**config.mk**
```make
export PLATFORM = sky130hd
export DESIGN_NAME = shadowmask_ctrl_flat
export DESIGN_NICKNAME = d
export VERILOG_FILES = /design/src/rtl/shadowmask_if.sv /design/src/rtl/shadowmask_ctrl.sv /design/src/flat_wrapper.sv
export SDC_FILE = /design/constraint.sdc
export NUM_CORES = 1
export LEC_CHECK = 0
export CAP_MARGIN = 20
export CORE_MARGIN = 10
export CORE_UTILIZATION = 60
export DETAILED_ROUTE_END_ITERATION = 10
export PLACE_DENSITY = 0.73
export SLEW_MARGIN = 25
export SYNTH_ARGS = -nofsm -noshare
export SYNTH_HDL_FRONTEND = slang
export SYNTH_SLANG_ARGS = --single-unit
```
**constraint.sdc**
```tcl
create_clock -name clk -period 9.7 [get_ports clk]
set_clock_uncertainty 0.2 [all_clocks]
set_input_delay 1.455 -clock clk [delete_from_list [all_inputs] [get_ports clk]]
set_output_delay 1.455 -clock clk [all_outputs]
set_load 0.005 [all_outputs]
```
**src/rtl/shadowmask_if.sv**
```systemverilog
// Host config and video sync bundle for the shadow-mask controller.
// master = host/video source side, slave = controller side.
interface shadowmask_if;
  logic       cfg_wr;
  logic [5:0] cfg_addr;
  logic [7:0] cfg_data;
  logic       cfg_commit;
  logic       cfg_busy;
  logic       hs_in;
  logic       vs_in;
  logic       de_in;
  logic [2:0] mask_rgb;
  logic       mask_en;
  logic       hs_out;
  logic       vs_out;
  logic       de_out;

  modport master (
    output cfg_wr, cfg_addr, cfg_data, cfg_commit,
    output hs_in, vs_in, de_in,
    input  cfg_busy, mask_rgb, mask_en,
    input  hs_out, vs_out, de_out
  );

  modport slave (
    input  cfg_wr, cfg_addr, cfg_data, cfg_commit,
    input  hs_in, vs_in, de_in,
    output cfg_busy, mask_rgb, mask_en,
    output hs_out, vs_out, de_out
  );
endinterface

```
**src/rtl/shadowmask_ctrl.sv**
```systemverilog
// Double-buffered shadow-mask pattern store with vsync-aligned bank swap
// and horizontal/vertical phase counters driving a registered mask code.
module shadowmask_ctrl (
  input  logic clk,
  input  logic reset,
  shadowmask_if.slave bus
);
  typedef enum logic [1:0] {IDLE, ARMED, COPY} state_e;

  state_e     state_q, state_d;
  logic       act_q, act_d;
  logic [2:0] lut_q [2][32];
  logic [2:0] lut_d [2][32];
  logic [3:0] width_q [2];
  logic [3:0] width_d [2];
  logic [2:0] height_q [2];
  logic [2:0] height_d [2];
  logic       en_q [2];
  logic       en_d [2];
  logic [4:0] idx_q, idx_d;
  logic [2:0] hcount_q, hcount_d;
  logic [1:0] vcount_q, vcount_d;
  logic       old_hs_q, old_vs_q;
  logic [2:0] mask_q, mask_d;
  logic       mask_en_q, mask_en_d;
  logic       hs_out_q, vs_out_q, de_out_q;

  logic       hs_fall, vs_fall;
  logic [3:0] wclamp;
  logic [2:0] hclamp;
  logic       unused_ok;

  assign hs_fall = old_hs_q & ~bus.hs_in;
  assign vs_fall = old_vs_q & ~bus.vs_in;
  assign unused_ok = &{1'b0, bus.cfg_data[7:4]};

  always_comb begin
    wclamp = bus.cfg_data[3:0];
    if (wclamp == 4'd0) wclamp = 4'd1;
    else if (wclamp > 4'd8) wclamp = 4'd8;
    hclamp = bus.cfg_data[2:0];
    if (hclamp == 3'd0) hclamp = 3'd1;
    else if (hclamp > 3'd4) hclamp = 3'd4;
  end

  always_comb begin
    state_d  = state_q;
    act_d    = act_q;
    idx_d    = idx_q;
    lut_d    = lut_q;
    width_d  = width_q;
    height_d = height_q;
    en_d     = en_q;
    case (state_q)
      IDLE: begin
        if (bus.cfg_wr) begin
          if (!bus.cfg_addr[5])
            lut_d[~act_q][bus.cfg_addr[4:0]] = bus.cfg_data[2:0];
          else if (bus.cfg_addr == 6'd32)
            width_d[~act_q] = wclamp;
          else if (bus.cfg_addr == 6'd33)
            height_d[~act_q] = hclamp;
          else if (bus.cfg_addr == 6'd34)
            en_d[~act_q] = bus.cfg_data[0];
        end
        if (bus.cfg_commit) state_d = ARMED;
      end
      ARMED: begin
        if (vs_fall) begin
          act_d            = ~act_q;
          width_d[act_q]   = width_q[~act_q];
          height_d[act_q]  = height_q[~act_q];
          en_d[act_q]      = en_q[~act_q];
          idx_d            = 5'd0;
          state_d          = COPY;
        end
      end
      COPY: begin
        // act already points at the new bank; refresh the shadow copy
        lut_d[~act_q][idx_q] = lut_q[act_q][idx_q];
        idx_d = idx_q + 5'd1;
        if (idx_q == 5'd31) state_d = IDLE;
      end
      default: state_d = IDLE;
    endcase
  end

  always_comb begin
    if (hs_fall)
      hcount_d = 3'd0;
    else if ({1'b0, hcount_q} >= width_q[act_q] - 4'd1)
      hcount_d = 3'd0;
    else
      hcount_d = hcount_q + 3'd1;

    vcount_d = vcount_q;
    if (vs_fall)
      vcount_d = 2'd0;
    else if (hs_fall) begin
      if ({1'b0, vcount_q} >= height_q[act_q] - 3'd1)
        vcount_d = 2'd0;
      else
        vcount_d = vcount_q + 2'd1;
    end

    mask_d    = en_q[act_q] ? lut_q[act_q][{vcount_q, hcount_q}] : 3'b000;
    mask_en_d = en_q[act_q];
  end

  always_ff @(posedge clk or posedge reset) begin
    if (reset) begin
      state_q   <= IDLE;
      act_q     <= 1'b0;
      idx_q     <= 5'd0;
      lut_q     <= '{default: '0};
      width_q   <= '{default: 4'd1};
      height_q  <= '{default: 3'd1};
      en_q      <= '{default: 1'b0};
      hcount_q  <= 3'd0;
      vcount_q  <= 2'd0;
      old_hs_q  <= 1'b0;
      old_vs_q  <= 1'b0;
      mask_q    <= 3'd0;
      mask_en_q <= 1'b0;
      hs_out_q  <= 1'b0;
      vs_out_q  <= 1'b0;
      de_out_q  <= 1'b0;
    end else begin
      state_q   <= state_d;
      act_q     <= act_d;
      idx_q     <= idx_d;
      lut_q     <= lut_d;
      width_q   <= width_d;
      height_q  <= height_d;
      en_q      <= en_d;
      hcount_q  <= hcount_d;
      vcount_q  <= vcount_d;
      old_hs_q  <= bus.hs_in;
      old_vs_q  <= bus.vs_in;
      mask_q    <= mask_d;
      mask_en_q <= mask_en_d;
      hs_out_q  <= bus.hs_in;
      vs_out_q  <= bus.vs_in;
      de_out_q  <= bus.de_in;
    end
  end

  assign bus.cfg_busy = (state_q != IDLE);
  assign bus.mask_rgb = mask_q;
  assign bus.mask_en  = mask_en_q;
  assign bus.hs_out   = hs_out_q;
  assign bus.vs_out   = vs_out_q;
  assign bus.de_out   = de_out_q;
endmodule

```
**src/flat_wrapper.sv**
```systemverilog
// flat-port wrapper written by rule: the top's interface ports become plain ports
module shadowmask_ctrl_flat 
  (clk, reset, bus_cfg_wr, bus_cfg_addr, bus_cfg_data, bus_cfg_commit, bus_hs_in, bus_vs_in, bus_de_in, bus_cfg_busy, bus_mask_rgb, bus_mask_en, bus_hs_out, bus_vs_out, bus_de_out);
  shadowmask_if bus_i ();
  input  logic clk;
  input  logic reset;
  input wire logic [$bits(bus_i.cfg_wr)-1:0] bus_cfg_wr;
  input wire logic [$bits(bus_i.cfg_addr)-1:0] bus_cfg_addr;
  input wire logic [$bits(bus_i.cfg_data)-1:0] bus_cfg_data;
  input wire logic [$bits(bus_i.cfg_commit)-1:0] bus_cfg_commit;
  input wire logic [$bits(bus_i.hs_in)-1:0] bus_hs_in;
  input wire logic [$bits(bus_i.vs_in)-1:0] bus_vs_in;
  input wire logic [$bits(bus_i.de_in)-1:0] bus_de_in;
  output wire logic [$bits(bus_i.cfg_busy)-1:0] bus_cfg_busy;
  output wire logic [$bits(bus_i.mask_rgb)-1:0] bus_mask_rgb;
  output wire logic [$bits(bus_i.mask_en)-1:0] bus_mask_en;
  output wire logic [$bits(bus_i.hs_out)-1:0] bus_hs_out;
  output wire logic [$bits(bus_i.vs_out)-1:0] bus_vs_out;
  output wire logic [$bits(bus_i.de_out)-1:0] bus_de_out;
  assign bus_i.cfg_wr = bus_cfg_wr;
  assign bus_i.cfg_addr = bus_cfg_addr;
  assign bus_i.cfg_data = bus_cfg_data;
  assign bus_i.cfg_commit = bus_cfg_commit;
  assign bus_i.hs_in = bus_hs_in;
  assign bus_i.vs_in = bus_vs_in;
  assign bus_i.de_in = bus_de_in;
  assign bus_cfg_busy = bus_i.cfg_busy;
  assign bus_mask_rgb = bus_i.mask_rgb;
  assign bus_mask_en = bus_i.mask_en;
  assign bus_hs_out = bus_i.hs_out;
  assign bus_vs_out = bus_i.vs_out;
  assign bus_de_out = bus_i.de_out;
  shadowmask_ctrl u_core (.clk(clk), .reset(reset), .bus(bus_i));
endmodule
```
==> metrics.txt, run 1 <==
most common cell in the netlist nand2_1; Clock Sinks 228; Total Power 5770 µW; status finished, final reports clean; die footprint 31200 µm²; Global Route Usage Sum 0.336; post-synthesis xor/xnor area fraction 0.00297; CTS tree yes; Clock power frac 0.181; hold_buf cts 0; total global routing overflow 0; Synth Area in Compound Gates 0.228; RSZ-0062 raised after global routing false; area leader, netlist dfrtp_1; final wirelength 53600 µm; Clock Path Buffers 3; io pins 29; ys flop type dfrtp_1; max-slew violation count 0; Logic pwr share 0.503; Sw Ratio 0.470; CTS Buf Count 26; relative slew slack 0.230; worst r2r path cells 8; post-CTS sizing 0; startpoint types flop; layout cells sized above 1 0.104; per-cell routed wire length 29.0 µm; first-pass iteration count of the detailed router 8; Pwr per Cell Area 363 nW/µm²; largest cells by area after synthesis dfrtp_1 38%, mux4_2 9.8%, a22oi_1 6.6%; EDFF count, synth 0; LEAKAGE 0.00620 µW; mux contribution to synthesized area 0.161; Tmin final 4980 ps; asr flop ratio synth 1.00; crit path max fanout 47; latest clock arrival within the worst-skew pair 560 ps; Die Span Y 177 µm; Layout area overhead 7.90%; Vias per Instance 7.69; synthesized area 14700 µm²; Buffers on Ports 24; vias in the first global route 13425; adder-cell share of the synthesized area 0.0110; Setup TNS Final 0 ps; top cell type's share of synthesized area 0.381; final worst path period share 0.513; WHS Path Cells 2; diode count 0; Max Clk Rate 201 MHz; syn avg cell area 9.41 µm²; Root Buffer clkbuf_16; FP Rows 57; Synth Register Bits 228; Sw Pwr 2710 µW; core area 24200 µm²; htree depth 1; Setup crit end kind flop; Yosys cell types 59; Max Cap Viol 0; Placer Congestion 1.00; sequential share of power 0.315; Simple-Gate Fraction of Synth Area 0.160; Crit Path Category flop to flop; gate count of the mapped netlist 1565; internal power 3060 µW; VDD IR-drop max 0.520 mV; Vias 14232; Final nets 1542; CP Data Required Time 9890 ps; Worst-path clk slew 70 ps; register area share after synthesis 0.388; Die X 177 µm; Least-Margin Pin Slew 1150 ps; Post-CTS Setup Inserts 0; # setup viols final 0; largest net degree at the start of global routing 157; initial DRC count 2289; YS warnings 0; Syn Nets 1599; Initial Util 0.607; antenna-violating nets left 0; WP data arrival 5170 ps; initial antenna violation count 2; DP Wirelength 33800 µm; drc violations 0; main combinational cell family by area after synthesis compound AO/OA/AOI/OAI gates; first-pass GRT wire length 81600 µm; Hold Vio Cnt, Final 0; Hold Path Class flop to flop; Post-synth top cells 254 x nand2_1, 224 x dfrtp_1, 130 x a22oi_1, 130 x o21ai_0, 94 x nor2_1
## layout by cell type, fill, tap and decap left out, drive strengths merged, types with 6 or more instances in the layout
cell,synthesis,layout
a221oi,16,16
o22ai,48,48
buf,47,29
a21oi,33,33
clkinv,1,6
o21ai,135,135
nor3,8,8
nand2,254,254
clkbuf,88,37
nor2b,18,18
o211ai,28,28
and3,9,9
nand2b,14,14
mux2i,70,70
clkdlybuf4s50,0,21
mux4,72,72
o221ai,59,59
o32ai,6,6
dfrtp,224,224
nand3,39,39
inv,29,29
nand3b,6,6
nand4,50,50
ha,13,13
a31oi,13,13
a22oi,130,130
nor2,94,94
## cell type report
cell class              count  area [µm²]
well taps                 324         405
repair buffers             50         437
inverters                  30         120
clock inverters             9         123
multi-input cells        1172        8310
clock buffers              37         773
fillers                  1924        8360
flip-flops and latches    228        5720
## sequential cells by signal, summed over array words and instances (netlist names)
signal	count
u_core.lut_q	192
u_core.width_q	8
u_core.height_q	6
u_core.idx_q	5
u_core.bus.mask_rgb	3
u_core.hcount_q	3
u_core.en_q	2
u_core.state_q	2
u_core.vcount_q	2
u_core.act_q	1
u_core.bus.de_out	1
u_core.bus.mask_en	1
u_core.old_hs_q	1
u_core.old_vs_q	1
## power groups by stage
| stage | Combinational, µW | Clock (µW) | Sequential (µW) |
|---|---|---|---|
| 2_1_floorplan | 2100 | 0 | 1590 |
| 3_3_place_gp | 2740 | 0 | 1770 |
| 3_5_place_dp | 2790 | 0 | 1790 |
| 4_1_cts | 2800 | 1040 | 1780 |
| 5_1_grt | 3040 | 1080 | 1850 |
| 6_report | 2900 | 1050 | 1820 |
## metrics by stage
stage / setup slack, ps / instance area, µm² / std cells / util / hold slack [ps]
detailed placement: 4830 / 15000 / 1804 / 0.618 / 298
CTS: 4960 / 15900 / 1850 / 0.655 / 311
floorplan: 1800 / 14700 / 1565 / - / 265
global placement: 4890 / 15000 / 1804 / 0.617 / 294
global route: 4750 / 15900 / 1850 / 0.655 / 340
finish: 4720 / 15900 / 1850 / 0.655 / 312
## per-layer routing
layer,up-vias,GRT usage,share of wire
met3,272,0.108,0.14
li1,5882,-,-
met2,1124,0.489,0.43
met5,-,0,0
met1,6954,0.434,0.36
met4,0,0.192,0.067
## critical path: stages, from the launching register on
cell and delay [ps]:
dfrtp_2 340, buf_4 610, nor2b_1 990, a21oi_1 160
o211ai_1 250, nand4_1 390, a221oi_4 940, buf_4 670
o221ai_1 240
## final timing paths
kind / endpoint / startpoint / slack (ps)
worst min-delay path: u_core.height_q[3] / u_core.height_q[3] / 310
worst max-delay path: u_core.lut_q[143] / u_core.idx_q[0] / 4720
max in group asynchronous: u_core.lut_q[178] / reset / 6730
worst min register to register: u_core.height_q[3] / u_core.height_q[3] / 310
min in group asynchronous: u_core.lut_q[32] / reset / 1220
worst max register to register: u_core.lut_q[143] / u_core.idx_q[0] / 4720
## cell families after synthesis
family,Yosys count
AOI/OAI and AO/OA,493
buffers and inverters,165
adders and majority gates,13
and+or+nand+nor,518
xor gates and xnor gates,5
muxes,143
DFF,228
Power figures use the tool's default switching activity.
==> run 2, diff against run 1 <==
--- a/config.mk
+++ b/config.mk
@@ -7,7 +7,7 @@
 export LEC_CHECK = 0
 export CAP_MARGIN = 20
 export CORE_MARGIN = 10
-export CORE_UTILIZATION = 60
+export CORE_UTILIZATION = 57
 export DETAILED_ROUTE_END_ITERATION = 10
 export PLACE_DENSITY = 0.73
 export SLEW_MARGIN = 25
==> constraint.sdc (replaced) <==
create_clock -name clk -period 4.2 [get_ports clk]
set_clock_uncertainty 0.2 [all_clocks]
set_input_delay 0.63 -clock clk [delete_from_list [all_inputs] [get_ports clk]]
set_output_delay 0.63 -clock clk [all_outputs]
set_load 0.005 [all_outputs]
==> metrics.txt, run 2 (same netlist as run 1, synthesis figures left out) <==
Initial Util 0.581; layout cells sized above 1 0.127; Die X 181 µm; LEAKAGE 0.00640 µW; crit path max fanout 26; Clock Sinks 228; post-CTS sizing 0; Top reg by flops u_core.lut_q; Worst-path clk slew 70 ps; per-cell routed wire length 28.8 µm; Crit. Startpoint u_core.idx_q[0]; largest registers u_core.lut_q x192, u_core.width_q x8, u_core.height_q x6; commonest cells after routing, fill and taps aside 254 x nand2_1, 220 x dfrtp_1, 130 x a22oi_1, 130 x o21ai_0, 93 x nor2_1; first-pass GRT wire length 84100 µm; status finished, final reports clean; Placement Setup Slack 658 ps; post-route setup slack 389 ps; # setup viols final 0; htree depth 1; Setup crit end kind flop; die footprint 32700 µm²; vias in the first global route 13722; WP data arrival 4000 ps; Hold Vio Cnt, Final 0; drc violations 0; Final nets 1585; WHS 245 ps; Placer Congestion 1.06; Post-CTS Setup Inserts 0; Max Cap Viol 0; Buffers on Ports 24; Setup TNS Final 0 ps; Die Span Y 181 µm; antenna-violating nets left 0; Least-Margin Pin Slew 917 ps; latest clock arrival within the worst-skew pair 550 ps; Layout area overhead 10.3%; CTS tree yes; Tmin final 3810 ps; CP Data Required Time 4390 ps; largest net degree at the start of global routing 68; io pins 29; Finished Core Util 0.641; Hold Path Class input pin to async pin; first-pass iteration count of the detailed router 7; FP Rows 58; startpoint types flop; max reg flops 192; Fillers 2073; Vias per Instance 7.57; core area 25300 µm²; initial antenna violation count 2; CTS Buf Count 25; Root Buffer clkbuf_16; Crit Path Category flop to flop; RSZ-0062 raised after global routing false; final wirelength 54800 µm; Max Clk Rate 262 MHz; Pwr per Cell Area 832 nW/µm²; VDD IR-drop max 0.789 mV; DP Wirelength 37000 µm; max-slew violation count 0; hold_buf cts 0; Vias 14397; Global Route Usage Sum 0.325; Reg-to-Reg Start u_core.idx_q[0]; relative slew slack 0.386; final worst path period share 0.907; Total Power 13500 µW; most common cell after layout, fill and taps aside nand2_1; initial DRC count 2525; Clock Path Buffers 3; total global routing overflow 0; worst r2r path cells 7
[run 2: changes by cell type in the layout (fill, tap and decap cells not counted), sizes merged]
cell and delta:
buf +44, clkinv -1, bufinv -1, clkinvlp +2, diode +1
[run 2: critical path, cell delays in order, from the launching register on]
cell and delay (ps):
dfrtp_2 850, buf_4 360, mux4_2 520, o211ai_1 430
nand4_1 360, nor3_4 310, buf_4 400, o221ai_1 210
[run 2: path summary, 6_finish.rpt]
path,slack [ps],end
max,390,u_core.lut_q[129]
min,240,u_core.lut_q[127]
max reg2reg,390,u_core.lut_q[129]
min reg2reg,320,u_core.height_q[0]
max in group asynchronous,2720,u_core.height_q[3]
min in group clk,320,u_core.height_q[0]
[run 2: through the flow]
| step | cell area (µm²) | cells |
|---|---|---|
| 2_1_floorplan | 14700 | 1565 |
| 3_3_place_gp | 15400 | 1853 |
| 3_5_place_dp | 15400 | 1853 |
| 4_1_cts | 16200 | 1899 |
| 5_1_grt | 16200 | 1900 |
| 6_report | 16200 | 1901 |
[run 2: area by class of cell]
class | count | area, µm² | share of cell area
multi-input cells | 1172 | 8300 | 0.511
flip-flops and latches | 228 | 5720 | 0.352
repair buffers | 94 | 863 | 0.0531
clock buffers | 37 | 731 | 0.0450
well taps | 330 | 413 | 0.0254
inverters | 30 | 116 | 0.00716
clock inverters | 9 | 104 | 0.00639
diodes | 1 | 2.50 | 0.000154
[run 2: per-layer routing]
metal	track usage	routed length (µm)	vias to the layer above
li1	-	-	5961
met1	0.429	20400	6958
met2	0.476	23300	1195
met3	0.0945	7580	283
met4	0.166	3520	0
met5	0	0	-
[run 2: report_power, final]
group	switching, µW	internal, µW
Sequential	1190	3130
Combinational	4170	2730
Clock	959	1330
Total	6320	7190
